`src/rtl/pipeline_pkg.sv`:
```
// Shared definitions for the byte pipeline: data width, output FSM encoding
// and the saturating-double transform.
`default_nettype none

package pipeline_pkg;

  localparam int DATA_W = 8;

  // Encoding is shared with the +1 stage, so the values are pinned.
  typedef enum logic {
    IDLE        = 1'b0,
    WAITING_ACK = 1'b1
  } state_e;

  function automatic logic [DATA_W-1:0] sat_double(input logic [DATA_W-1:0] d);
    logic [DATA_W:0] wide;
    wide = {d, 1'b0};
    return wide[DATA_W] ? {DATA_W{1'b1}} : wide[DATA_W-1:0];
  endfunction

endpackage

`default_nettype wire

```
`src/rtl/stage_b_if.sv`:
```
// Upstream and downstream handshake bundle of stage_b.
`default_nettype none

interface stage_b_if #(
  parameter int DEPTH = 4
) ();

  logic                       DIR;
  logic [7:0]                 data_in;
  logic                       ack_prev;
  logic                       DOR;
  logic [7:0]                 data_out;
  logic                       ack_from_next;
  logic [$clog2(DEPTH+1)-1:0] count;

  modport master (
    output DIR, data_in, ack_from_next,
    input  ack_prev, DOR, data_out, count
  );

  modport slave (
    input  DIR, data_in, ack_from_next,
    output ack_prev, DOR, data_out, count
  );

endinterface

`default_nettype wire

```
`src/rtl/pipe_fifo.sv`:
```
// Plain circular FIFO with push/pop/count; full and empty come from count.
`default_nettype none

module pipe_fifo #(
  parameter int  DEPTH = 4,
  parameter int  WIDTH = 8,
  localparam int PW    = $clog2(DEPTH),
  localparam int CW    = $clog2(DEPTH+1)
) (
  input  wire logic             clk,
  input  wire logic             rst_n,
  input  wire logic             push_i,
  input  wire logic [WIDTH-1:0] wdata_i,
  input  wire logic             pop_i,
  output logic      [WIDTH-1:0] rdata_o,
  output logic      [CW-1:0]    count_o
);

  logic [WIDTH-1:0] mem_q [DEPTH];
  logic [PW-1:0]    wr_ptr_q;
  logic [PW-1:0]    rd_ptr_q;
  logic [CW-1:0]    count_q;

  // Pointers wrap naturally because DEPTH is a power of two.
  always_ff @(posedge clk or negedge rst_n) begin
    if (!rst_n) begin
      wr_ptr_q <= '0;
      rd_ptr_q <= '0;
      count_q  <= '0;
    end else begin
      if (push_i) wr_ptr_q <= wr_ptr_q + PW'(1);
      if (pop_i)  rd_ptr_q <= rd_ptr_q + PW'(1);
      count_q <= count_q + CW'(push_i) - CW'(pop_i);
    end
  end

  always_ff @(posedge clk) begin
    if (push_i) mem_q[wr_ptr_q] <= wdata_i;
  end

  assign rdata_o = mem_q[rd_ptr_q];
  assign count_o = count_q;

endmodule

`default_nettype wire

```
`src/rtl/stage_b.sv`:
```
// Second pipeline stage: buffers upstream bytes in a FIFO and offers each
// byte, doubled with saturation, to the next stage.
`default_nettype none

module stage_b #(
  parameter int DEPTH = 4
) (
  input wire logic  clk,
  input wire logic  reset,
  stage_b_if.slave  bus
);

  import pipeline_pkg::*;

  localparam int            CW   = $clog2(DEPTH+1);
  localparam logic [CW-1:0] FULL = CW'(DEPTH);

  state_e              state_q, state_d;
  logic                ack_prev_q, ack_prev_d;
  logic                dor_q, dor_d;
  logic [DATA_W-1:0]   dout_q, dout_d;
  logic                push;
  logic                pop;
  logic [DATA_W-1:0]   head;
  logic [CW-1:0]       count;

  pipe_fifo #(
    .DEPTH (DEPTH),
    .WIDTH (DATA_W)
  ) u_fifo (
    .clk     (clk),
    .rst_n   (reset),
    .push_i  (push),
    .wdata_i (bus.data_in),
    .pop_i   (pop),
    .rdata_o (head),
    .count_o (count)
  );

  always_comb begin
    state_d = state_q;
    dor_d   = dor_q;
    dout_d  = dout_q;
    pop     = 1'b0;
    case (state_q)
      IDLE: begin
        if (count != '0) begin
          pop     = 1'b1;
          dor_d   = 1'b1;
          dout_d  = sat_double(head);
          state_d = WAITING_ACK;
        end else begin
          dor_d  = 1'b0;
          dout_d = '0;
        end
      end
      WAITING_ACK: begin
        if (bus.ack_from_next) begin
          dor_d   = 1'b0;
          dout_d  = '0;
          state_d = IDLE;
        end
      end
    endcase
    // Requiring ack_prev low keeps a still-high DIR from being taken twice.
    push       = bus.DIR && !ack_prev_q && ((count < FULL) || pop);
    ack_prev_d = push;
  end

  always_ff @(posedge clk or negedge reset) begin
    if (!reset) begin
      state_q    <= IDLE;
      ack_prev_q <= 1'b0;
      dor_q      <= 1'b0;
      dout_q     <= '0;
    end else begin
      state_q    <= state_d;
      ack_prev_q <= ack_prev_d;
      dor_q      <= dor_d;
      dout_q     <= dout_d;
    end
  end

  assign bus.ack_prev = ack_prev_q;
  assign bus.DOR      = dor_q;
  assign bus.data_out = dout_q;
  assign bus.count    = count;

endmodule

`default_nettype wire

```
`src/flat_wrapper.sv`:
```
// flat-port wrapper written by rule: the top's interface ports become plain ports
module stage_b_flat import pipeline_pkg::*;
#(
  parameter int DEPTH = 4
)
  (clk, reset, bus_DIR, bus_data_in, bus_ack_from_next, bus_ack_prev, bus_DOR, bus_data_out, bus_count);
  stage_b_if #(.DEPTH(DEPTH)) bus_i ();
  input wire logic clk;
  input wire logic reset;
  input wire logic [$bits(bus_i.DIR)-1:0] bus_DIR;
  input wire logic [$bits(bus_i.data_in)-1:0] bus_data_in;
  input wire logic [$bits(bus_i.ack_from_next)-1:0] bus_ack_from_next;
  output wire logic [$bits(bus_i.ack_prev)-1:0] bus_ack_prev;
  output wire logic [$bits(bus_i.DOR)-1:0] bus_DOR;
  output wire logic [$bits(bus_i.data_out)-1:0] bus_data_out;
  output wire logic [$bits(bus_i.count)-1:0] bus_count;
  assign bus_i.DIR = bus_DIR;
  assign bus_i.data_in = bus_data_in;
  assign bus_i.ack_from_next = bus_ack_from_next;
  assign bus_ack_prev = bus_i.ack_prev;
  assign bus_DOR = bus_i.DOR;
  assign bus_data_out = bus_i.data_out;
  assign bus_count = bus_i.count;
  stage_b #(.DEPTH(DEPTH)) u_core (.clk(clk), .reset(reset), .bus(bus_i));
endmodule
```
`config.mk`:
```
export PLATFORM = sky130hd
export DESIGN_NAME = stage_b_flat
export DESIGN_NICKNAME = d
export VERILOG_FILES = /design/src/rtl/pipeline_pkg.sv /design/src/rtl/stage_b_if.sv /design/src/rtl/pipe_fifo.sv /design/src/rtl/stage_b.sv /design/src/flat_wrapper.sv
export SDC_FILE = /design/constraint.sdc
export NUM_CORES = 1
export LEC_CHECK = 0
export CAP_MARGIN = 20
export CORE_MARGIN = 1
export CORE_UTILIZATION = 50
export DETAILED_ROUTE_END_ITERATION = 16
export DONT_BUFFER_PORTS = 1
export GPL_TIMING_DRIVEN = 0
export SETUP_SLACK_MARGIN = 0.3
export SLEW_MARGIN = 20
export SYNTH_ARGS = -nofsm -noshare
export SYNTH_HDL_FRONTEND = slang
export SYNTH_HIERARCHICAL = 1
export SYNTH_SLANG_ARGS = --single-unit
```
`constraint.sdc`:
```
create_clock -name clk -period 6.55 [get_ports clk]
set_clock_uncertainty 0.2 [all_clocks]
set_input_delay 1.31 -clock clk [delete_from_list [all_inputs] [get_ports clk]]
set_output_delay 1.31 -clock clk [all_outputs]
set_load 0.03 [all_outputs]
```
==> summary.txt, run 1 <==
GRT
  • GRT Total Usage: 0.169
  • First-pass GRT wire length: just over 5000 um
  • Largest net degree at the start of global routing: 19
  • Number of global-route vias before repair: ~1000
  • Grt ovf: 0
  • Initial antenna violation count: 0

Routing
  • Routed WL: 3180 um
  • Pre-antenna DRT Iters: 3
  • Initial DRC Count: 40
  • Via/cell ratio: 5.33
  • DR vias: 954
  • Drt wl/cell: around 18 um
  • Drc violations: 0
  • Antenna Nets Post-Route: 0

Cells and area
  • Fillcell total: approximately 330
  • Area Overhead vs Synth: 7.24%
  • Share of post-route cells with drive strength above 1: 0.225
  • Post-route insts no fill: around 180
  • Nets: about 150
  • Register Area: approximately 1400 sq um
  • Antenna Cells: 0
  • Area of the multi-input gates: about 540 sq um

Clock tree
  • Reg clk slew, reported paths: around 0.090 ns
  • H-tree depth: 2
  • Clock sink total: 50
  • CTS tree: yes
  • Cts repair resizes: 0
  • Num CTS Buffers: 5
  • CTS Hold Bufs: 0
  • Setup bufs post-CTS: 0
  • Clock Latency Late Sink: ~0.30 ns
  • Root buf cell: clkbuf_8
  • Bufs on Longest Clock Path: 2

STA
  • Final Hold Viols: 0
  • Fin crit period: roughly 2.8 ns
  • Setup violators final: 0
  • Hold Slack: roughly 0.35 ns
  • Worst Tran Pin Value: 0.891 ns
  • Achievable Freq: around 350 MHz
  • Fin crit share: 0.432
  • Max_slew headroom: 0.403
  • Setup TNS: 0 ns
  • Final setup margin: about 3.7 ns
  • Unrepaired setup endpoints after global routing: no
  • Max-slew violations: 0

Power and ir drop
  • P per Cell Area: between 400 and 500 nW/um^2
  • P_leak: ~0.84 nW
  • Peak VDD IR: 196 uV

Die
  • Total Die Area: 4410 sq um
  • Initial cell density of the core: 0.519
  • Row count: 23
  • Num ports: 25
  • Core footprint: about 4000 sq um
  • Die X: ~66 um
  • Die Ht: between 60 and 70 um

Setup path
  • Critical-path maximum fanout: 9
  • Critical R2R Capture: u_core/u_fifo/count_o[2]$_DFF_PN0_
  • CP peak stage delay: about 0.73 ns
  • Reg2Reg Setup Slack: slightly below 4 ns
  • Setup CP Type: in2reg
  • Slowest CP cell: a211oi_1
  • R2R Path Start: u_core/u_fifo/count_o[1]$_DFF_PN0_
  • Startpoint Class: input pin
  • Buf/Inv on CP: 1
  • R2R depth: 9
  • CP delay by family, top: compound AO/OA/AOI/OAI gates
  • Crit path capture type: flop
  • Crit-path cells: inv_1 -> a211oi_1 -> and2_1
  • CP Data Arrival Time: 2.58 ns
  • Data required, critical path: 6.31 ns

Status
  • Outcome: complete, no violations

Hold path
  • Hold EP: u_core/u_fifo/wr_ptr_q[0]$_DFFE_PN0P_
  • Hold path depth: 1
  • Hold Path Class: reg2reg
  • Hold Crit Start: u_core/u_fifo/wr_ptr_q[0]$_DFFE_PN0P_

Logic synthesis
  • Mapped Cells: between 100 and 150
  • Yosys top cell area share: 0.463
  • Syn_nets: between 100 and 150
  • Syn. warnings: 6
  • Seq/Total Area, Yosys: 0.680
  • Synth top cells by count: edfxtp_1 (32), dfrtp_1 (18), inv_1 (17)
  • Synth top area cells: edfxtp_1 (46%), dfrtp_1 (22%), mux4_2 (8.7%), o32ai_2 (5.5%), ha_1 (3.6%)
  • Cell Area, Synth: approximately 2100 sq um
  • Primary FF master, synth: edfxtp_1
  • Synth Register Bits: 50
  • Yosys top cell by area: edfxtp_1
  • Avg Inst Size Synth: ~17 sq um
  • Ys async rst share: 0.360
  • Most common cell in the netlist: edfxtp_1
  • Post-synth EDFFs: 32
  • Yosys cell types: 21

Placement
  • HPWL Detailed: around 2200 um
  • Placed Cells: around 170
  • Pre-CTS setup slack: approximately 3.4 ns
  • GP Congestion: ~0.67
  • I/O Buffers: 0

Flow run
  • Max-cap violation count: 0
[cell families after synthesis]
logic type,share of synthesized area
AOI/OAI and AO/OA,0.0706
xor gates and xnor gates,0.0211
adders and majority gates,0.0458
buffers and inverters,0.0573
DFF,0.680
muxes,0.0869
and+or+nand+nor,0.0380
[area by class of cell]
cell class              instances  share of cell area
well taps                      50              0.0281
plain buffers                   6              0.0247
clock buffers                   6              0.0326
multi-input cells              48               0.245
flip-flops and latches         50               0.634
clock inverters                 2             0.00675
inverters                      17              0.0287
[routing by layer]
| metal | up-vias | GRT usage | routed length (um) |
|---|---|---|---|
| met2 | 24 | 0.272 | 1620 |
| met5 | - | 0 | 0 |
| li1 | 443 | - | - |
| met1 | 480 | 0.206 | 1320 |
| met3 | 7 | 0.0603 | 183 |
| met4 | 0 | 0.0718 | 52 |
[flip-flops by register name, indices dropped and copies added, names as in the netlist]
register	flops
u_core/u_fifo/mem_q	32
u_core/bus.data_out	8
u_core/u_fifo/count_o	3
u_core/u_fifo/rd_ptr_q	2
u_core/u_fifo/wr_ptr_q	2
u_core/bus.DOR	1
u_core/bus.ack_prev	1
u_core/state_q	1
[worst max-delay path by stage]
stage	start	endpoint	slack [ns]	cells after the start
floorplan	bus_DIR	u_core/u_fifo/count_o[1]$_DFF_PN0_	3.67	4
global placement	bus_DIR	u_core/u_fifo/mem_q[0][7]$_DFFE_PP_	3.44	3
detailed placement	bus_DIR	u_core/u_fifo/mem_q[0][7]$_DFFE_PP_	3.39	3
CTS	bus_DIR	u_core/u_fifo/mem_q[0][3]$_DFFE_PP_	3.71	3
global route	bus_DIR	u_core/u_fifo/mem_q[1][3]$_DFFE_PP_	3.50	3
finish	bus_DIR	u_core/u_fifo/mem_q[2][1]$_DFFE_PP_	3.72	3
[cell usage in the layout, fill, tap and decap left out, types with 2 or more instances in the layout]
| cell | netlist | routed |
|---|---|---|
| and2_1 | 4 | 4 |
| buf_2 | 2 | 2 |
| buf_6 | 4 | 4 |
| clkbuf_8 | 0 | 5 |
| clkinvlp_4 | 0 | 2 |
| dfrtp_1 | 18 | 18 |
| edfxtp_1 | 32 | 32 |
| ha_1 | 6 | 6 |
| inv_1 | 17 | 17 |
| mux4_2 | 8 | 8 |
| nand2_1 | 2 | 2 |
| nor2_1 | 8 | 8 |
| o32ai_2 | 7 | 7 |
| xnor2_1 | 3 | 3 |
| xor2_1 | 2 | 2 |
[worst reg2reg max path, stage by stage (launching register included)]
cell and delay (ns):
dfrtp_1 0.52, nor3_2 0.29, buf_6 0.19, nor2_1 0.09, ha_1 0.29, inv_1 0.04
ha_1 0.19, fa_1 0.38, xnor2_1 0.15, xnor2_1 0.14
[stage by stage]
stage	utilization	area [sq um]	power [mW]
final	0.556	2220	1.09
after global routing	0.556	2220	1.16
after CTS	0.556	2220	1.11
after detailed placement	0.534	2140	0.933
after global placement	0.534	2140	0.911
after floorplan	-	2070	0.851
[report_power, final]
| group | switching (mW) | total [mW] | internal (mW) |
|---|---|---|---|
| clock | 0.0985 | 0.174 | 0.0753 |
| combinational | 0.187 | 0.364 | 0.177 |
| sequential | 0.126 | 0.553 | 0.427 |
| total | 0.412 | 1.09 | 0.679 |
(Power assumes the default switching activity.)
==> run 2, diff against run 1 <==
PLACE_DENSITY = 0.68   (was not set)
clock period = 2.28 ns   (was 6.55 ns; I/O delays follow)
==> run 2 against run 1 <==
Effect of this change: the flow now finishes with violations (setup timing); utilization grew 3.5 points; non-clock buffer count grew 6; combinational power grew to 3.4 times the previous value; worst hold slack lost 0.30 ns; sequential cell count is the same; clock power grew to 3.5 times the previous value; setup slack lost 3.7 ns; final cell count grew 3.4%; wire length grew 3.6%.
==> summary.txt, run 2 (synthesis results as in run 1) <==
Status
  • Outcome: complete, but fails checks
  • Failing checks: setup timing

Setup path
  • Critical R2R Capture: u_core/u_fifo/count_o[2]$_DFF_PN0_
  • R2R Path Start: u_core/u_fifo/count_o[0]$_DFF_PN0_
  • CP peak stage delay: 0.50 ns (-0.23 ns)
  • Buf/Inv on CP: 2 (+1)
  • Most used cell, CP: ha_4
  • Data required, critical path: 2.27 ns (-4.04 ns)
  • R2R depth: 9 (unchanged)
  • Crit path capture type: flop
  • Reg2Reg Setup Slack: -0.001 ns (-3.96 ns)
  • CP Data Arrival Time: 2.27 ns (-0.31 ns)
  • Slowest CP cell: dfrtp_2
  • Critical-path maximum fanout: 3 (-6)
  • CP delay by family, top: adder cells
  • Startpoint Class: flop
  • Setup CP Type: reg2reg
  • Crit-path cells: nor3_4 -> buf_6 -> nor2_4 -> ha_4 -> inv_2 -> ha_4 -> fa_2 -> xnor2_2 -> xnor2_1

GRT
  • Initial antenna violation count: 0 (unchanged)
  • First-pass GRT wire length: 5370 um (+6.1%)
  • Met2 Track Usage GR: 0.269 (-0.00255)
  • Number of global-route vias before repair: 1052 (+3.1%)
  • Largest net degree at the start of global routing: 19 (unchanged)
  • Grt ovf: 0 (unchanged)
  • Met1 usage in global routing: 0.229 (+0.0231)
  • GRT Total Usage: 0.180 (+0.0112)
  • GRT busiest layer: met2
  • Met3 usage: 0.0759 (+0.0155)

Clock tree
  • Clock Latency Late Sink: 0.30 ns (about the same)
  • Reg clk slew, reported paths: 0.09 ns (about the same)
  • Root buf cell: clkbuf_8
  • Bufs on Longest Clock Path: 2 (unchanged)
  • Num CTS Buffers: 5 (unchanged)
  • Clock sink total: 50 (unchanged)
  • H-tree depth: 2 (unchanged)
  • CTS tree: yes

Routing
  • Routed WL: 3290 um (+3.6%)
  • Drc violations: 0 (unchanged)
  • Drt wl/cell: 17.8 um (+0.20%)
  • Via/cell ratio: 5.26 (-1.2%)
  • Pre-antenna DRT Iters: 3 (unchanged)
  • Antenna Nets Post-Route: 0 (unchanged)
  • DR vias: 974 (+2.1%)
  • Initial DRC Count: 63 (+57%)

Power and ir drop
  • P per Cell Area: 1470 nW/um^2 (+200%)
  • Sw Pwr: 1.28 mW (+210%)
  • P_leak: 0.900 nW (+7.1%)
  • Sw frac: 0.370 (-0.00687)
  • Total chip power: 3.47 mW (+220%)
  • Clock Power Share: 0.175 (+0.016)
  • Pint: 2.18 mW (+220%)
  • Peak VDD IR: 563 uV (+190%)
  • Gate power share: 0.358 (+0.024)
  • Sequential power share: 0.467 (-0.040)

STA
  • Max-slew violations: 0 (unchanged)
  • Fin crit period: ~2.3 ns
  • Final setup margin: -0.00117 ns (-3.72 ns)
  • Achievable Freq: approximately 440 MHz
  • Worst Tran Pin Value: 0.812 ns (-0.0786 ns)
  • Final Hold Viols: 0 (unchanged)
  • Fin crit share: 1.00
  • Max_slew headroom: 0.457 (+0.0542)
  • Unrepaired setup endpoints after global routing: yes
  • Setup violators final: 1 (+1)

Cells and area
  • Share of post-route cells with drive strength above 1: 0.363 (+0.138)
  • Nets: 153 (+4.1%)
  • Most flops, register: u_core/u_fifo/mem_q
  • Most common cell after layout, fill and taps aside: edfxtp_1
  • Area Overhead vs Synth: 14.0%
  • Fillcell total: 289 (-11%)
  • Final Util: 0.591 (+0.0350)
  • Most frequent cells in the layout: edfxtp_1 (32), inv_1 (16), dfrtp_1 (15)
  • Largest register FFs: 32 (unchanged)
  • Area of the multi-input gates: 612 sq um (+12%)
  • Register Area: 1420 sq um (+0.27%)
  • Antenna Cells: 0 (unchanged)

Die
  • Row count: 23 (unchanged)
  • Die X: 66.4 um (unchanged)
  • Total Die Area: 4410 sq um (unchanged)
  • Initial cell density of the core: 0.519 (unchanged)
  • Core footprint: 4000 sq um (unchanged)
  • Die Ht: 66.4 um (unchanged)
  • Num ports: 25 (unchanged)

Hold path
  • Hold path depth: 0 (-1)
  • Hold Crit Start: bus_data_in[0]
  • Hold EP: u_core/u_fifo/mem_q[3][0]$_DFFE_PP_
  • Hold Path Class: in2reg

Placement
  • I/O Buffers: 0 (unchanged)
  • GP Congestion: 0.744 (+10%)
  • HPWL Detailed: 2140 um (-3.2%)

Flow run
  • Max-cap violation count: 0 (unchanged)
## run 2: final cells by class
class,count,share of cell area
Tap cell,50,0.0265
Multi-Input combinational cell,48,0.259
Clock inverter,3,0.0169
Timing Repair Buffer,6,0.0201
Buffer,6,0.0233
Inverter,17,0.0270
Clock buffer,5,0.0291
Sequential cell,50,0.598
## run 2: metal layers
metal,up-vias,share of wire,wire (um)
met1,488,0.45,1480
met4,0,0.014,47
li1,457,-,-
met3,5,0.057,189
met5,-,0,0
met2,24,0.48,1580
## run 2: worst max-delay path by stage
stage                                       startpoint                                 end  cells after the start
floorplan           u_core/u_fifo/count_o[0]$_DFF_PN0_  u_core/u_fifo/count_o[2]$_DFF_PN0_                      9
global placement    u_core/u_fifo/count_o[0]$_DFF_PN0_  u_core/u_fifo/count_o[2]$_DFF_PN0_                      9
detailed placement  u_core/u_fifo/count_o[0]$_DFF_PN0_  u_core/u_fifo/count_o[2]$_DFF_PN0_                      9
CTS                 u_core/u_fifo/count_o[0]$_DFF_PN0_  u_core/u_fifo/count_o[2]$_DFF_PN0_                      9
global route        u_core/u_fifo/count_o[0]$_DFF_PN0_  u_core/u_fifo/count_o[2]$_DFF_PN0_                      9
finish              u_core/u_fifo/count_o[0]$_DFF_PN0_  u_core/u_fifo/count_o[2]$_DFF_PN0_                      9
## run 2: timing repair
| item | CTS | global route |
|---|---|---|
| gates resized for setup | 5 | 6 |
| hold buffers | 1 | 0 |
| setup buffers | 2 | 3 |
| hold endpoints to repair | 18 | 0 |
| setup endpoints to repair | 34 | 34 |
## run 2: stage by stage
| step | setup TNS, ns | cells | setup WS, ns | hold slack [ns] | instance area (sq um) |
|---|---|---|---|---|---|
| 2_1_floorplan | -0.00946 | 121 | -0.00946 | -0.0396 | 2100 |
| 3_3_place_gp | -0.0993 | 171 | -0.0993 | -0.0392 | 2160 |
| 3_5_place_dp | -0.136 | 171 | -0.136 | -0.0392 | 2160 |
| 4_1_cts | -0.0435 | 182 | -0.0435 | 0.0314 | 2300 |
| 5_1_grt | -0.0687 | 185 | -0.0687 | 0.0203 | 2360 |
| 6_report | -0.00117 | 185 | -0.00117 | 0.0450 | 2360 |
## run 2: power by group through the flow
stage | logic [mW] | registers [mW] | clock network, mW
CTS | 1.15 | 1.61 | 0.620
global placement | 1.04 | 1.61 | 0
detailed placement | 1.09 | 1.63 | 0
floorplan | 0.896 | 1.58 | 0
global route | 1.40 | 1.65 | 0.660
finish | 1.24 | 1.62 | 0.608
